`src/rtl/shift_result_unrev_stage_if.sv`:
```
// Valid/ready stream carrying one shift result plus its left-shift flag.
// Latency: none, this is wiring only.
// Backpressure: ready is driven by the consumer and valid by the producer.
interface shift_result_unrev_stage_if #(
  parameter int N = 8
);
  logic         valid;
  logic         ready;
  logic         left;
  logic [N-1:0] data;

  modport master (output valid, output data, output left, input ready);
  modport slave  (input valid, input data, input left, output ready);
endinterface

```
`src/rtl/shift_result_unrev_stage.sv`:
```
// Un-reverses left-shift results from the right-only shifter core and registers them.
// Latency: 1 cycle from accept to out valid, 1 result/cycle sustained.
// Backpressure: 2-entry skid buffer, in ready depends on the skid flop only.
module shift_result_unrev_stage #(
  parameter int N  = 8,
  parameter int CW = 16
) (
  input  logic                        clk,
  input  logic                        rst,
  shift_result_unrev_stage_if.slave   in_if,
  shift_result_unrev_stage_if.master  out_if,
  output logic [CW-1:0]               xfer_count
);

  logic         main_valid;
  logic [N-1:0] main_data;
  logic         main_left;
  logic         skid_valid;
  logic [N-1:0] skid_data;
  logic         skid_left;
  logic [N-1:0] d;
  logic         in_ready;
  logic         accept;
  logic         fire;

  // Bit-reverse the core result when it came from a left shift.
  always_comb begin
    d = in_if.data;
    if (in_if.left) begin
      for (int i = 0; i < N; i++) begin
        d[i] = in_if.data[N-1-i];
      end
    end
  end

  // Ready comes from the skid flop (and reset) only, never from out ready.
  assign in_ready = ~skid_valid & ~rst;
  assign accept   = in_if.valid & in_ready;
  assign fire     = main_valid & out_if.ready;

  assign in_if.ready  = in_ready;
  assign out_if.valid = main_valid;
  assign out_if.data  = main_data;
  assign out_if.left  = main_left;

  // Main/skid register update; the skid entry is always older than any new input.
  always_ff @(posedge clk) begin
    if (rst) begin
      main_valid <= 1'b0;
      main_data  <= '0;
      main_left  <= 1'b0;
      skid_valid <= 1'b0;
      skid_data  <= '0;
      skid_left  <= 1'b0;
    end else if (~main_valid | out_if.ready) begin
      if (skid_valid) begin
        main_valid <= 1'b1;
        main_data  <= skid_data;
        main_left  <= skid_left;
        skid_valid <= 1'b0;
      end else if (accept) begin
        main_valid <= 1'b1;
        main_data  <= d;
        main_left  <= in_if.left;
      end else begin
        main_valid <= 1'b0;
      end
    end else if (accept) begin
      skid_valid <= 1'b1;
      skid_data  <= d;
      skid_left  <= in_if.left;
    end
  end

  // Wrapping debug count of delivered results.
  always_ff @(posedge clk) begin
    if (rst) begin
      xfer_count <= '0;
    end else if (fire) begin
      xfer_count <= xfer_count + 1'b1;
    end
  end

endmodule

```
`src/flat_wrapper.sv`:
```
// flat-port wrapper written by rule: the top's interface ports become plain ports
module shift_result_unrev_stage_flat 
#(
  parameter int N  = 8,
  parameter int CW = 16
)
  (clk, rst, xfer_count, in_if_valid, in_if_data, in_if_left, in_if_ready, out_if_valid, out_if_data, out_if_left, out_if_ready);
  shift_result_unrev_stage_if #(.N(N)) in_if_i ();
  shift_result_unrev_stage_if #(.N(N)) out_if_i ();
  input  logic clk;
  input  logic rst;
  output logic [CW-1:0] xfer_count;
  input wire logic [$bits(in_if_i.valid)-1:0] in_if_valid;
  input wire logic [$bits(in_if_i.data)-1:0] in_if_data;
  input wire logic [$bits(in_if_i.left)-1:0] in_if_left;
  output wire logic [$bits(in_if_i.ready)-1:0] in_if_ready;
  output wire logic [$bits(out_if_i.valid)-1:0] out_if_valid;
  output wire logic [$bits(out_if_i.data)-1:0] out_if_data;
  output wire logic [$bits(out_if_i.left)-1:0] out_if_left;
  input wire logic [$bits(out_if_i.ready)-1:0] out_if_ready;
  assign in_if_i.valid = in_if_valid;
  assign in_if_i.data = in_if_data;
  assign in_if_i.left = in_if_left;
  assign in_if_ready = in_if_i.ready;
  assign out_if_valid = out_if_i.valid;
  assign out_if_data = out_if_i.data;
  assign out_if_left = out_if_i.left;
  assign out_if_i.ready = out_if_ready;
  shift_result_unrev_stage #(.N(N), .CW(CW)) u_core (.clk(clk), .rst(rst), .in_if(in_if_i), .out_if(out_if_i), .xfer_count(xfer_count));
endmodule
```
`config.mk`:
```
export PLATFORM = sky130hd
export DESIGN_NAME = shift_result_unrev_stage_flat
export DESIGN_NICKNAME = d
export VERILOG_FILES = /design/src/rtl/shift_result_unrev_stage_if.sv /design/src/rtl/shift_result_unrev_stage.sv /design/src/flat_wrapper.sv
export SDC_FILE = /design/constraint.sdc
export NUM_CORES = 1
export LEC_CHECK = 0
export CORE_MARGIN = 5
export CORE_UTILIZATION = 30
export DETAILED_ROUTE_END_ITERATION = 7
export HOLD_SLACK_MARGIN = 0.03
export PLACE_DENSITY_LB_ADDON = 0.25
export SYNTH_ARGS = -nofsm -noshare
export SYNTH_HDL_FRONTEND = slang
export SYNTH_SLANG_ARGS = --single-unit
```
`constraint.sdc`:
```
create_clock -name clk -period 2 [get_ports clk]
set_input_delay 0.6 -clock clk [delete_from_list [all_inputs] [get_ports clk]]
set_output_delay 0.6 -clock clk [all_outputs]
set_load 0.1 [all_outputs]
```
### Word level (Yosys, flattened, before mapping)

Index checks and enable logic that the tools add are counted.

* output and inout port bits: 27
* flip-flop bits (word level): 36
* word-level logic and storage cells: 27

* add/subtract/negate cells: 1
* mux-type cells: 7
* reduce and logical (&&, ||, !) cells: 4
* bitwise logic cells: 8

Operators with widths (count)
* two-way mux 8 bit: 3
* adder 16 x 1 -> 16 bit, second input constant: 1
* two-way mux 1 bit: 4
* inverter 1 bit: 4
* AND reduction 2 bit: 2
* bitwise AND 1 bit: 3
* nonzero test 2 bit: 1
* OR reduction 2 bit: 1
* bitwise OR 1 bit: 1

### Depth between registers and ports, before layout

* word-level depth: 5
* depth in mapped cells: 5
* mapped depth without buffers: 5

### Worst setup path before layout

OpenSTA, ideal clock, no wires.

* kind: in2out
* start: input rst
* end: output in_if_ready
* path buffers: 2
* data arrival time: 2.177 ns
* stages: 3
* setup slack: -0.777 ns
* cell sequence: buf_6 clkbuf_1 nor2_1

* cells in the longest elaborated chain, start to end: 2

Ends and longest elaborated chain
* start, declared: RTL line flat_wrapper.sv:11 `input logic rst;`
* inverter 1 bit: RTL line shift_result_unrev_stage.sv:37 `assign in_ready = ~skid_valid & ~rst;`
* bitwise AND 1 bit: RTL line shift_result_unrev_stage.sv:37
* end, declared: RTL line flat_wrapper.sv:16 `output wire logic [$bits(in_if_i.ready)-1:0] in_if_ready;`

Every way passes these cells.

### Final worst setup path

Ends and elaborated chain as after synthesis.

==> flow_metrics.env <==
export IMPL_relSlewSlack_pct=75.93
export IMPL_fin_nets=244
export IMPL_worstHoldPathType="reg2reg"
export IMPL_wl_per_cell_um=12.15
export IMPL_setup_violations=0
export IMPL_finalHoldViolCount=0
export IMPL_cp_cell_sequence="dlygate4sd2_1 > buf_4 > nor2_4 > buf_12"
export IMPL_rsz0062_at_grt="false"
export IMPL_syn_area_per_cell_um2=9.566
export IMPL_synth_edf_count=0
export IMPL_path_delay_family="buffers and inverters"
export IMPL_ys_flop_type="dfxtp_1"
export IMPL_grt_pass1_wl_um=6354
export IMPL_cts_tree="built"
export IMPL_grt_ovfl_total=0
export IMPL_antenna_found_initial=0
export IMPL_drc=0
export IMPL_viasPerCell=4.650
export IMPL_worstSkewPairLatency_ps=290
export IMPL_drt_wl_total_um=3682
export IMPL_syn_inst=172
export IMPL_dieHeight_um=84.06
export IMPL_status="finished, final reports clean"
export IMPL_syn_nets=186
export IMPL_ys_ff_latch=36
export IMPL_synthTopCellsByArea="dfxtp_1, mux2_2, mux2i_1"
export IMPL_cp_slowest_cell="dlygate4sd2_1"
export IMPL_irDropWorstVdd_mv=0.4560
export IMPL_drt_iter0_drc=62
export IMPL_synth_area_mm2=0.001645
export IMPL_synth_top_area_share_pct=43.80
export IMPL_areaGrowthSynthToFinish_pct=62.51
export IMPL_endpoint_kind="output port"
export IMPL_cp_slowest_stage_delay_ps=280
export IMPL_dieArea_mm2=0.007065
export IMPL_hold_buffers=0
export IMPL_cts_setup_buffers=0
export IMPL_fin_util_pct=49.47
export IMPL_cp_arrival_ps=1330
export IMPL_ys_warn_count=0
export IMPL_post_route_min_period_ps=1932
export IMPL_cts_root_buffer="clkbuf_8"
export IMPL_crit_type="in2out"
export IMPL_synth_area_leader_cell="dfxtp_1"
export IMPL_ctsHtreeMaxLevel=2
export IMPL_drt_pass1_iter_count=4
export IMPL_place_hpwl_um=2816
export IMPL_antenna_cells=0
export IMPL_worst_pin_slew_ps=357.8
export IMPL_placementRows=27
export IMPL_crit_buf_inv=3
export IMPL_gp_congestion=0.6983
export IMPL_die_width_um=84.06
export IMPL_fmax_mhz=517.5
export IMPL_start_util_pct=30.44
export IMPL_startpoint_type="primary input"
export IMPL_cts_buffer_depth=2
export IMPL_ant_nets=0
export IMPL_crit_fanout=4
export IMPL_cts_sinks=36
export IMPL_clkTransAtPathRegs_ps=70
export IMPL_fin_skew_ps=6.052
export IMPL_leakage_nw=1.108
export IMPL_portBuffers=39
export IMPL_required_ps=1400
export IMPL_pre_cts_slack_ps=-222.2
export IMPL_vias=1409
export IMPL_tns_ps=0
export IMPL_core_mm2=0.005405
export IMPL_maxCapViolations=0
export IMPL_grt_max_degree=35
export IMPL_ys_seq_area_share_pct=43.80
export IMPL_synth_distinct_cells=29
export IMPL_grt_use_total_pct=11.16
export IMPL_grt_pass1_vias=1328
export IMPL_fin_crit_sh_pct=96.62
export IMPL_cts_buffers=5
export IMPL_setup_ws_ps=67.51
export IMPL_holdWs_ps=493.4
export IMPL_async_flop_share_pct=0
export IMPL_drive_above_1_share_pct=38.96
export IMPL_p_per_area_mw_per_mm2=666.7
export IMPL_finalMaxSlewViolations=0
export IMPL_io_pins=40
final cells by class:
type	count	area, µm²
clock buffers	7	96.34
clock inverters	1	30.03
fillers	502	2731
inverters	3	11.26
multi-input cells	126	890.9
flip-flops and latches	36	740.7
well taps	72	90.09
repair buffers	58	814.5
cells in the final DEF, fill, tap and decap left out, drive strengths merged, types with 5 or more instances in the layout:
cell,instances
a21oi,7
mux2i,18
buf,46
nand2,9
mux2,17
dfxtp,36
clkbuf,7
clkdlybuf4s50,11
xnor2,5
nor2,32
nand3,7
sequential cells by signal, indices dropped and copies added, names as in the netlist:
signal / count
u_core.skid_data: 8
u_core.out_if.data: 8
u_core.skid_valid: 1
u_core.xfer_count: 16
u_core.out_if.left: 1
u_core.out_if.valid: 1
u_core.skid_left: 1
worst register-to-register path: cells and delay by family (launching register included):
kind | cells | cell delay [ps]
flops | 1 | 410
compound gates | 1 | 150
simple gates | 3 | 1080
where the power goes:
group          switching, mW  internal (mW)  leakage [nW]  total, mW
combinational          0.180          0.139         0.745      0.319
sequential            0.0194          0.733         0.298      0.752
clock                  0.271          0.440        0.0645      0.711
final timing paths:
check	startpoint	end	slack [ps]	cells past startpoint
min	u_core.skid_data[0]	u_core.skid_data[0]	490	2
min reg2reg	u_core.skid_data[0]	u_core.skid_data[0]	490	2
max	rst	in_if_ready	70	4
max reg2reg	u_core.xfer_count[6]	u_core.xfer_count[14]	310	4
per-stage QoR:
step	cell area (µm²)	std cells	power [mW]
4_1_cts	2661	303	1.804
3_3_place_gp	2536	295	1.090
2_1_floorplan	1673	172	0.9592
3_5_place_dp	2536	295	1.091
6_report	2674	303	1.783
5_1_grt	2674	303	1.848
layer usage:
layer,GRT usage (%),share of wire (%)
met5,0,0
met4,4.971,2.3
met3,3.653,5.8
met2,18.22,48
met1,13.24,43
synthesized netlist by cell type, types with 4 or more instances:
cell,number
dfxtp_1,36
nor2_1,32
mux2i_1,18
mux2_2,17
nand2_1,9
a21oi_1,7
nand3_1,6
xnor2_1,5
nor3_1,4
o21ai_0,4
xor2_1,4
repair_timing:
item,in CTS,in global routing
gates resized for setup,1,2
hold endpoints to repair,0,0
setup endpoints to repair,1,2
logic make-up after synthesis:
group	share of synthesized area [%]
AOI/OAI and AO/OA	4.411
DFF	43.80
xor gates and xnor gates	4.791
muxes	22.59
buffers and inverters	3.269
and+or+nand+nor	20.38
adders and majority gates	0.7603
Note: power is estimated with default switching activity, not from simulation.
